[src/rtl/snitch_hwpe_arb_pkg.sv]
// Shared types and helpers for the HWPE TCDM round-robin arbiter.
package snitch_hwpe_arb_pkg;

  typedef logic [31:0] perf_cnt_t;
  localparam perf_cnt_t PerfCntMax = 32'hFFFF_FFFF;

  // Requester index width; at least one bit even for degenerate counts.
  function automatic int unsigned idx_width(input int unsigned n);
    return (n > 1) ? $clog2(n) : 1;
  endfunction

endpackage

[src/rtl/fifo_v3.sv]
// In-order ID queue: port-compatible subset of common_cells fifo_v3 (no fall-through).
module fifo_v3 #(
  parameter int unsigned DATA_WIDTH = 1,
  parameter int unsigned DEPTH      = 4
) (
  input  logic                  clk_i,
  input  logic                  rst_ni,
  input  logic                  flush_i,
  output logic                  full_o,
  output logic                  empty_o,
  input  logic [DATA_WIDTH-1:0] data_i,
  input  logic                  push_i,
  output logic [DATA_WIDTH-1:0] data_o,
  input  logic                  pop_i
);

  localparam int unsigned PtrW = (DEPTH > 1) ? $clog2(DEPTH) : 1;

  logic [DEPTH-1:0][DATA_WIDTH-1:0] mem_q;
  logic [PtrW-1:0]                  wr_q, rd_q;
  logic [PtrW:0]                    cnt_q;
  logic                             do_push, do_pop;

  assign full_o  = (cnt_q == (PtrW+1)'(DEPTH));
  assign empty_o = (cnt_q == '0);
  assign do_push = push_i & ~full_o;
  assign do_pop  = pop_i & ~empty_o;
  assign data_o  = mem_q[rd_q];

  function automatic logic [PtrW-1:0] ptr_inc(input logic [PtrW-1:0] p);
    return (p == PtrW'(DEPTH - 1)) ? '0 : p + 1'b1;
  endfunction

  always_ff @(posedge clk_i or negedge rst_ni) begin
    if (!rst_ni) begin
      mem_q <= '0;
      wr_q  <= '0;
      rd_q  <= '0;
      cnt_q <= '0;
    end else if (flush_i) begin
      wr_q  <= '0;
      rd_q  <= '0;
      cnt_q <= '0;
    end else begin
      if (do_push) begin
        mem_q[wr_q] <= data_i;
        wr_q        <= ptr_inc(wr_q);
      end
      if (do_pop) rd_q <= ptr_inc(rd_q);
      case ({do_push, do_pop})
        2'b10:   cnt_q <= cnt_q + 1'b1;
        2'b01:   cnt_q <= cnt_q - 1'b1;
        default: cnt_q <= cnt_q;
      endcase
    end
  end

endmodule

[src/rtl/snitch_hwpe_rr_sel.sv]
// Round-robin winner selection with a lock that holds the presented index while stalled.
module snitch_hwpe_rr_sel
  import snitch_hwpe_arb_pkg::*;
#(
  parameter int unsigned NrReq = 2,
  parameter int unsigned IdxW  = idx_width(NrReq)
) (
  input  logic             clk_i,
  input  logic             rst_ni,
  input  logic             clear_i,
  input  logic [NrReq-1:0] req_i,
  input  logic             stall_i,
  input  logic             hs_i,
  output logic             valid_o,
  output logic [NrReq-1:0] onehot_o,
  output logic [IdxW-1:0]  idx_o
);

  logic [IdxW-1:0] rr_q, lock_idx_q, rr_idx;
  logic            lock_q, rr_found;

  // First requester at or above the pointer, else first from index 0.
  always_comb begin
    rr_idx   = rr_q;
    rr_found = 1'b0;
    for (int unsigned j = 0; j < NrReq; j++) begin
      if (!rr_found && req_i[j] && (IdxW'(j) >= rr_q)) begin
        rr_found = 1'b1;
        rr_idx   = IdxW'(j);
      end
    end
    for (int unsigned j = 0; j < NrReq; j++) begin
      if (!rr_found && req_i[j]) begin
        rr_found = 1'b1;
        rr_idx   = IdxW'(j);
      end
    end
  end

  assign idx_o    = lock_q ? lock_idx_q : rr_idx;
  assign valid_o  = lock_q ? req_i[lock_idx_q] : rr_found;
  assign onehot_o = valid_o ? (NrReq'(1) << idx_o) : '0;

  always_ff @(posedge clk_i or negedge rst_ni) begin
    if (!rst_ni) begin
      rr_q       <= '0;
      lock_q     <= 1'b0;
      lock_idx_q <= '0;
    end else if (clear_i) begin
      rr_q       <= '0;
      lock_q     <= 1'b0;
      lock_idx_q <= '0;
    end else begin
      lock_q <= stall_i;
      if (stall_i) lock_idx_q <= idx_o;
      if (hs_i) rr_q <= (idx_o == IdxW'(NrReq - 1)) ? '0 : idx_o + 1'b1;
    end
  end

endmodule

[src/rtl/snitch_hwpe_tcdm_arbiter.sv]
// Round-robin arbiter sharing one HWPE TCDM port; in-order ID queue routes responses.
// Optional perf counters: define SNITCH_HWPE_TCDM_ARB_PERF_EN.
module snitch_hwpe_tcdm_arbiter
  import snitch_hwpe_arb_pkg::*;
#(
  parameter int unsigned NrReq          = 2,
  parameter int unsigned AddrWidth      = 32,
  parameter int unsigned DataWidth      = 256,
  parameter int unsigned MaxOutstanding = 4
) (
  input  logic                                  clk_i,
  input  logic                                  rst_ni,
  input  logic                                  clear_i,
  input  logic [NrReq-1:0]                      in_req_i,
  output logic [NrReq-1:0]                      in_gnt_o,
  input  logic [NrReq-1:0][AddrWidth-1:0]       in_add_i,
  input  logic [NrReq-1:0]                      in_wen_i,
  input  logic [NrReq-1:0][DataWidth/8-1:0]     in_be_i,
  input  logic [NrReq-1:0][DataWidth-1:0]       in_data_i,
  output logic [NrReq-1:0]                      in_r_valid_o,
  output logic [DataWidth-1:0]                  in_r_data_o,
  output logic                                  out_req_o,
  input  logic                                  out_gnt_i,
  output logic [AddrWidth-1:0]                  out_add_o,
  output logic                                  out_wen_o,
  output logic [DataWidth/8-1:0]                out_be_o,
  output logic [DataWidth-1:0]                  out_data_o,
  input  logic                                  out_r_valid_i,
  input  logic [DataWidth-1:0]                  out_r_data_i,
  output logic                                  err_o,
  output perf_cnt_t [NrReq-1:0]                 perf_gnt_o,
  output perf_cnt_t [NrReq-1:0]                 perf_stall_o
);

  localparam int unsigned IdxW = idx_width(NrReq);
  typedef logic [IdxW-1:0] idx_t;

  logic             any_req, hs, stall, pop;
  logic             q_full, q_empty;
  logic [NrReq-1:0] win_oh;
  idx_t             win_idx, head;
  logic             err_q;

  snitch_hwpe_rr_sel #(
    .NrReq (NrReq),
    .IdxW  (IdxW)
  ) i_rr_sel (
    .clk_i    (clk_i),
    .rst_ni   (rst_ni),
    .clear_i  (clear_i),
    .req_i    (in_req_i),
    .stall_i  (stall),
    .hs_i     (hs),
    .valid_o  (any_req),
    .onehot_o (win_oh),
    .idx_o    (win_idx)
  );

  // Full queue blocks the request outright; a same-cycle pop does not free a slot.
  assign out_req_o = any_req & ~q_full & ~clear_i;
  assign hs        = out_req_o & out_gnt_i;
  assign stall     = out_req_o & ~out_gnt_i;
  assign in_gnt_o  = win_oh & {NrReq{hs}};

  assign out_add_o  = any_req ? in_add_i[win_idx]  : '0;
  assign out_wen_o  = any_req ? in_wen_i[win_idx]  : 1'b0;
  assign out_be_o   = any_req ? in_be_i[win_idx]   : '0;
  assign out_data_o = any_req ? in_data_i[win_idx] : '0;

  fifo_v3 #(
    .DATA_WIDTH (IdxW),
    .DEPTH      (MaxOutstanding)
  ) i_id_queue (
    .clk_i   (clk_i),
    .rst_ni  (rst_ni),
    .flush_i (clear_i),
    .full_o  (q_full),
    .empty_o (q_empty),
    .data_i  (win_idx),
    .push_i  (hs),
    .data_o  (head),
    .pop_i   (pop)
  );

  assign pop          = out_r_valid_i & ~q_empty;
  assign in_r_valid_o = pop ? (NrReq'(1) << head) : '0;
  assign in_r_data_o  = out_r_data_i;

  // A response with nothing outstanding means state was lost (e.g. reset mid-flight).
  always_ff @(posedge clk_i or negedge rst_ni) begin
    if (!rst_ni)                      err_q <= 1'b0;
    else if (clear_i)                 err_q <= 1'b0;
    else if (out_r_valid_i & q_empty) err_q <= 1'b1;
  end
  assign err_o = err_q;

`ifdef SNITCH_HWPE_TCDM_ARB_PERF_EN
  for (genvar i = 0; i < NrReq; i++) begin : gen_perf
    perf_cnt_t gnt_q, stall_q;
    always_ff @(posedge clk_i or negedge rst_ni) begin
      if (!rst_ni) begin
        gnt_q   <= '0;
        stall_q <= '0;
      end else if (clear_i) begin
        gnt_q   <= '0;
        stall_q <= '0;
      end else begin
        if (in_gnt_o[i] && gnt_q != PerfCntMax) gnt_q <= gnt_q + 1'b1;
        if (in_req_i[i] && !in_gnt_o[i] && stall_q != PerfCntMax) stall_q <= stall_q + 1'b1;
      end
    end
    assign perf_gnt_o[i]   = gnt_q;
    assign perf_stall_o[i] = stall_q;
  end
`else
  assign perf_gnt_o   = '0;
  assign perf_stall_o = '0;
`endif

endmodule

[config.mk]
export PLATFORM = sky130hd
export DESIGN_NAME = snitch_hwpe_tcdm_arbiter
export DESIGN_NICKNAME = d
export VERILOG_FILES = /design/src/rtl/snitch_hwpe_arb_pkg.sv /design/src/rtl/fifo_v3.sv /design/src/rtl/snitch_hwpe_rr_sel.sv /design/src/rtl/snitch_hwpe_tcdm_arbiter.sv
export SDC_FILE = /design/constraint.sdc
export NUM_CORES = 1
export LEC_CHECK = 0
export CAP_MARGIN = 20
export CORE_AREA = 2 2 634 636
export CTS_BUF_LIST = sky130_fd_sc_hd__clkbuf_4 sky130_fd_sc_hd__clkbuf_8
export DETAILED_ROUTE_END_ITERATION = 8
export DIE_AREA = 0 0 636 638
export REMOVE_ABC_BUFFERS = 1
export SLEW_MARGIN = 10
export SYNTH_ARGS = -nofsm -noshare
export SYNTH_HDL_FRONTEND = slang
export SYNTH_SLANG_ARGS = --single-unit
[constraint.sdc]
create_clock -name clk_i -period 6 [get_ports clk_i]
set_input_delay 1.2 -clock clk_i [delete_from_list [all_inputs] [get_ports clk_i]]
set_output_delay 1.2 -clock clk_i [all_outputs]
set_load 0.02 [all_outputs]
==> run summary <==
## Routing
* 2.52 — post-DR vias/cell
* 2835 — violation count after the first detailed-routing iteration
* 6 — detailed-router iteration count before antenna repair
* 0 — DRC Markers
* 49.9 um — average wire per cell in the routed design
* 19100 — vias post-DR
* 378 mm — total detailed-routing wirelength
* 0 — remaining antenna violation count after routing

## Logic synthesis
* 0.0395 — share of the yosys chip area belonging to registers
* buf_4 — largest area contributor in the netlist
* 15 — synthesized flop and latch total
* 0.312 — area share of the leading cell type in the synthesized netlist
* 0 — Syn. warnings
* 1638 — Mapped Cells
* 0.00184 — xor-xnor portion of the synthesized cell area
* 0.00237 — mux cell area share after synthesis
* 0 — EDFF count, synth
* buffers and inverters — largest family of logic cells by synthesized area
* 9510 um^2 — post-synth design cell area
* 1.00 — asr flop ratio synth
* 0.361 — compound-cell area share of the yosys netlist
* 5.81 um^2 — average size of a mapped cell
* dfrtp_1 — dominant synthesized flop cell
* 0.195 — synthesized-area fraction occupied by and/or/nand/nor cells
* 43 — Unique masters post-synth
* 0.00736 — adder and majority gate portion of the synthesized area
* buf_4 (31%), a21oi_1 (17%), nand3_1 (17%), o21ai_0 (14%), dfrtp_1 (3.9%) — most area-consuming cells after synthesis

## Cells and area
* 0.112 — fraction of final layout cells with drive strength greater than 1
* 24100 um^2 — area of all placed cells without fillers
* 3158 — NumNets Final
* 7566 — Final Non-Filler Cells
* 153% — layout overhead on the synthesized area
* 47100 — fillcell total
* clkdlybuf4s50_1 (805), a21oi_1 (327), nand3_1 (325) — commonest cells after routing, fill and taps aside
* 0.0604 — final cell utilization of the core
* clkdlybuf4s50_1 — most common cell after layout, fill and taps aside

## Clock network
* 0 — Post-CTS Setup Bufs
* 80 ps — CTS clk-pin slew, worst paths
* 3 — total CTS buffers
* 2 — buffer levels on the longest clock path
* built — TritonCTS clock tree
* 0 — CTS Hold Buffers Added
* 260 ps — Worst-Skew Late Latency
* 0 — CTS resizes
* 15 — clock net sink count
* 1 — Max H-tree Level
* clkbuf_8 — clock tree root driver cell

## Global routing
* 0.228 — met2 track utilization from global routing
* 410 mm — first-pass GRT wire length
* 0.178 — overall fraction of global-route tracks in use
* 0.176 — met1 layer usage reported by global route
* 101 — maximum number of pins on one net before global-route repair
* 0.203 — Global Route met3 Usage
* 255 — number of antenna violations at the first check in global routing
* 15000 — number of global-route vias before repair
* met2 — gr busiest metal
* 0 — overflow left after global routing

## Timing
* 0 — final hold viol count
* 0.930 — Final period util
* 5580 ps — minimum clock period
* 0 — number of slew-limit violations in the final report
* 179 MHz — Max Clk Rate
* 0 — total setup violations reported at the end of the flow
* false — RSZ-0062 raised after global routing
* 567 ps — Final Hold Slack
* 0.274 — worst slew slack as a fraction of its limit
* 8.34 ps — setup clock skew after layout
* 0 ps — Setup TNS
* 1080 ps — measured slew at the worst slew-check pin
* 419 ps — Worst Slack Setup Final

## Worst setup path
* in -> out — critical path type
* clkdlybuf4s50_1 — Slowest-stage cell, CP
* buffers and inverters — Crit path max-delay family
* 650 ps — delay of the slowest cell on the worst path
* 3 — WP buf/inv
* output port — sort of element at the end of the critical path
* 4800 ps — WP data required
* clkdlybuf4s50_1 — cell mode on critical path
* 4380 ps — crit path DAT
* 29 — largest fanout of any net on the critical path
* clkdlybuf4s50_1 > nor2b_1 > a211o_4 > buf_12 > nand3_1 > a21oi_1 > clkdlybuf4s50_1 — cell-by-cell listing of the critical path
* input port — crit start category

## Die
* 232 — floorplan row count
* 0.0239 — initial standard-cell utilization of the core
* 636 um — Die Span X
* 638 um — overall die height
* 399000 um^2 — Floorplan Core Area
* 406000 um^2 — Die Outline Area
* 1616 — number of top-level pins

## Job
* 0 — max_cap viols

## Placement
* 7508 — number of cells after detailed placement
* 1.02 — global placement routability congestion
* 975 — # port buffers
* 23900 um^2 — post-place instance area
* 445 ps — Post-Place Worst Slack
* 347 mm — total half-perimeter wirelength after legalization and detailed placement

## Power
* 0.105 mV — largest voltage drop on the vdd net
* 183 nW/um^2 — total power per unit cell area
* 7.18 nW — leakage component of the power
* 4.42 mW — total power

## Run status
* finished, final reports clean — status

## Hold path
* reg -> reg — Hold Path Class

sequential cells by signal, summed over array words and instances (netlist names):
signal               flops
i_rr_sel.lock_q          1
i_id_queue.mem_q         4
i_id_queue.wr_q          2
err_o                    1
i_id_queue.rd_q          2
i_id_queue.cnt_q         3
i_rr_sel.rr_q            1
i_rr_sel.lock_idx_q      1
worst paths after layout:
check / to / depth (start not counted) / from / slack (ps)
max in group asynchronous: i_id_queue.cnt_q[2] / 1 / rst_ni / 3980
setup reg to reg: i_id_queue.cnt_q[2] / 8 / i_rr_sel.lock_q / 2520
setup / recovery: out_data_o[155] / 7 / in_req_i[0] / 420
hold reg to reg: i_id_queue.mem_q[3] / 2 / i_id_queue.mem_q[3] / 570
min in group asynchronous: i_id_queue.mem_q[3] / 1 / rst_ni / 1460
hold / removal: i_id_queue.mem_q[3] / 2 / i_id_queue.mem_q[3] / 570
cells in the mapped netlist (2+ instances only):
library cell  number
a21boi_0           2
a21oi_1          327
a31oi_1            8
and2_1             6
and3_1             5
buf_1             12
buf_2             73
buf_4            396
clkbuf_1          87
dfrtp_1           15
ha_1               4
inv_1              4
nand2_1            5
nand2b_1           2
nand3_1          325
nand4_1            2
nor2_1             7
nor3_1             5
nor4_1             3
nor4b_1            2
o211ai_1           2
o21ai_0          270
o21ai_1           55
o22ai_1            2
cells by family after synthesis:
family	count (synthesis)
AOI/OAI and AO/OA	675
xor gates and xnor gates	2
adders and majority gates	5
buffers and inverters	573
DFF	15
muxes	1
other	1
and+or+nand+nor	366
power breakdown:
| group | internal [mW] | total, mW | switching, mW |
|---|---|---|---|
| clock | 0.0517 | 0.0957 | 0.0440 |
| combinational | 1.46 | 4.14 | 2.68 |
| sequential | 0.132 | 0.180 | 0.0475 |
per-layer routing:
metal,vias up,part of all wire
met2,2942,0.36
li1,6579,-
met3,533,0.24
met1,8881,0.34
met5,-,0.023
met4,122,0.028
worst register-to-register path, stage by stage (launching register included):
cell	delay, ps
dfrtp_1	500
a21boi_0	480
o211ai_1	500
nor2_1	580
a21oi_1	170
fa_1	540
and3_1	200
a221oi_1	260
nand4_1	120
layout make-up:
class,instances,area (um^2),area share
inverters,5,18.8,0.000780
clock buffers,4,48.8,0.00203
diodes,54,135,0.00561
flip-flops and latches,15,375,0.0156
well taps,5265,6590,0.274
repair buffers,1046,11000,0.456
multi-input cells,1177,5920,0.246
Power figures use the tool's default switching activity.
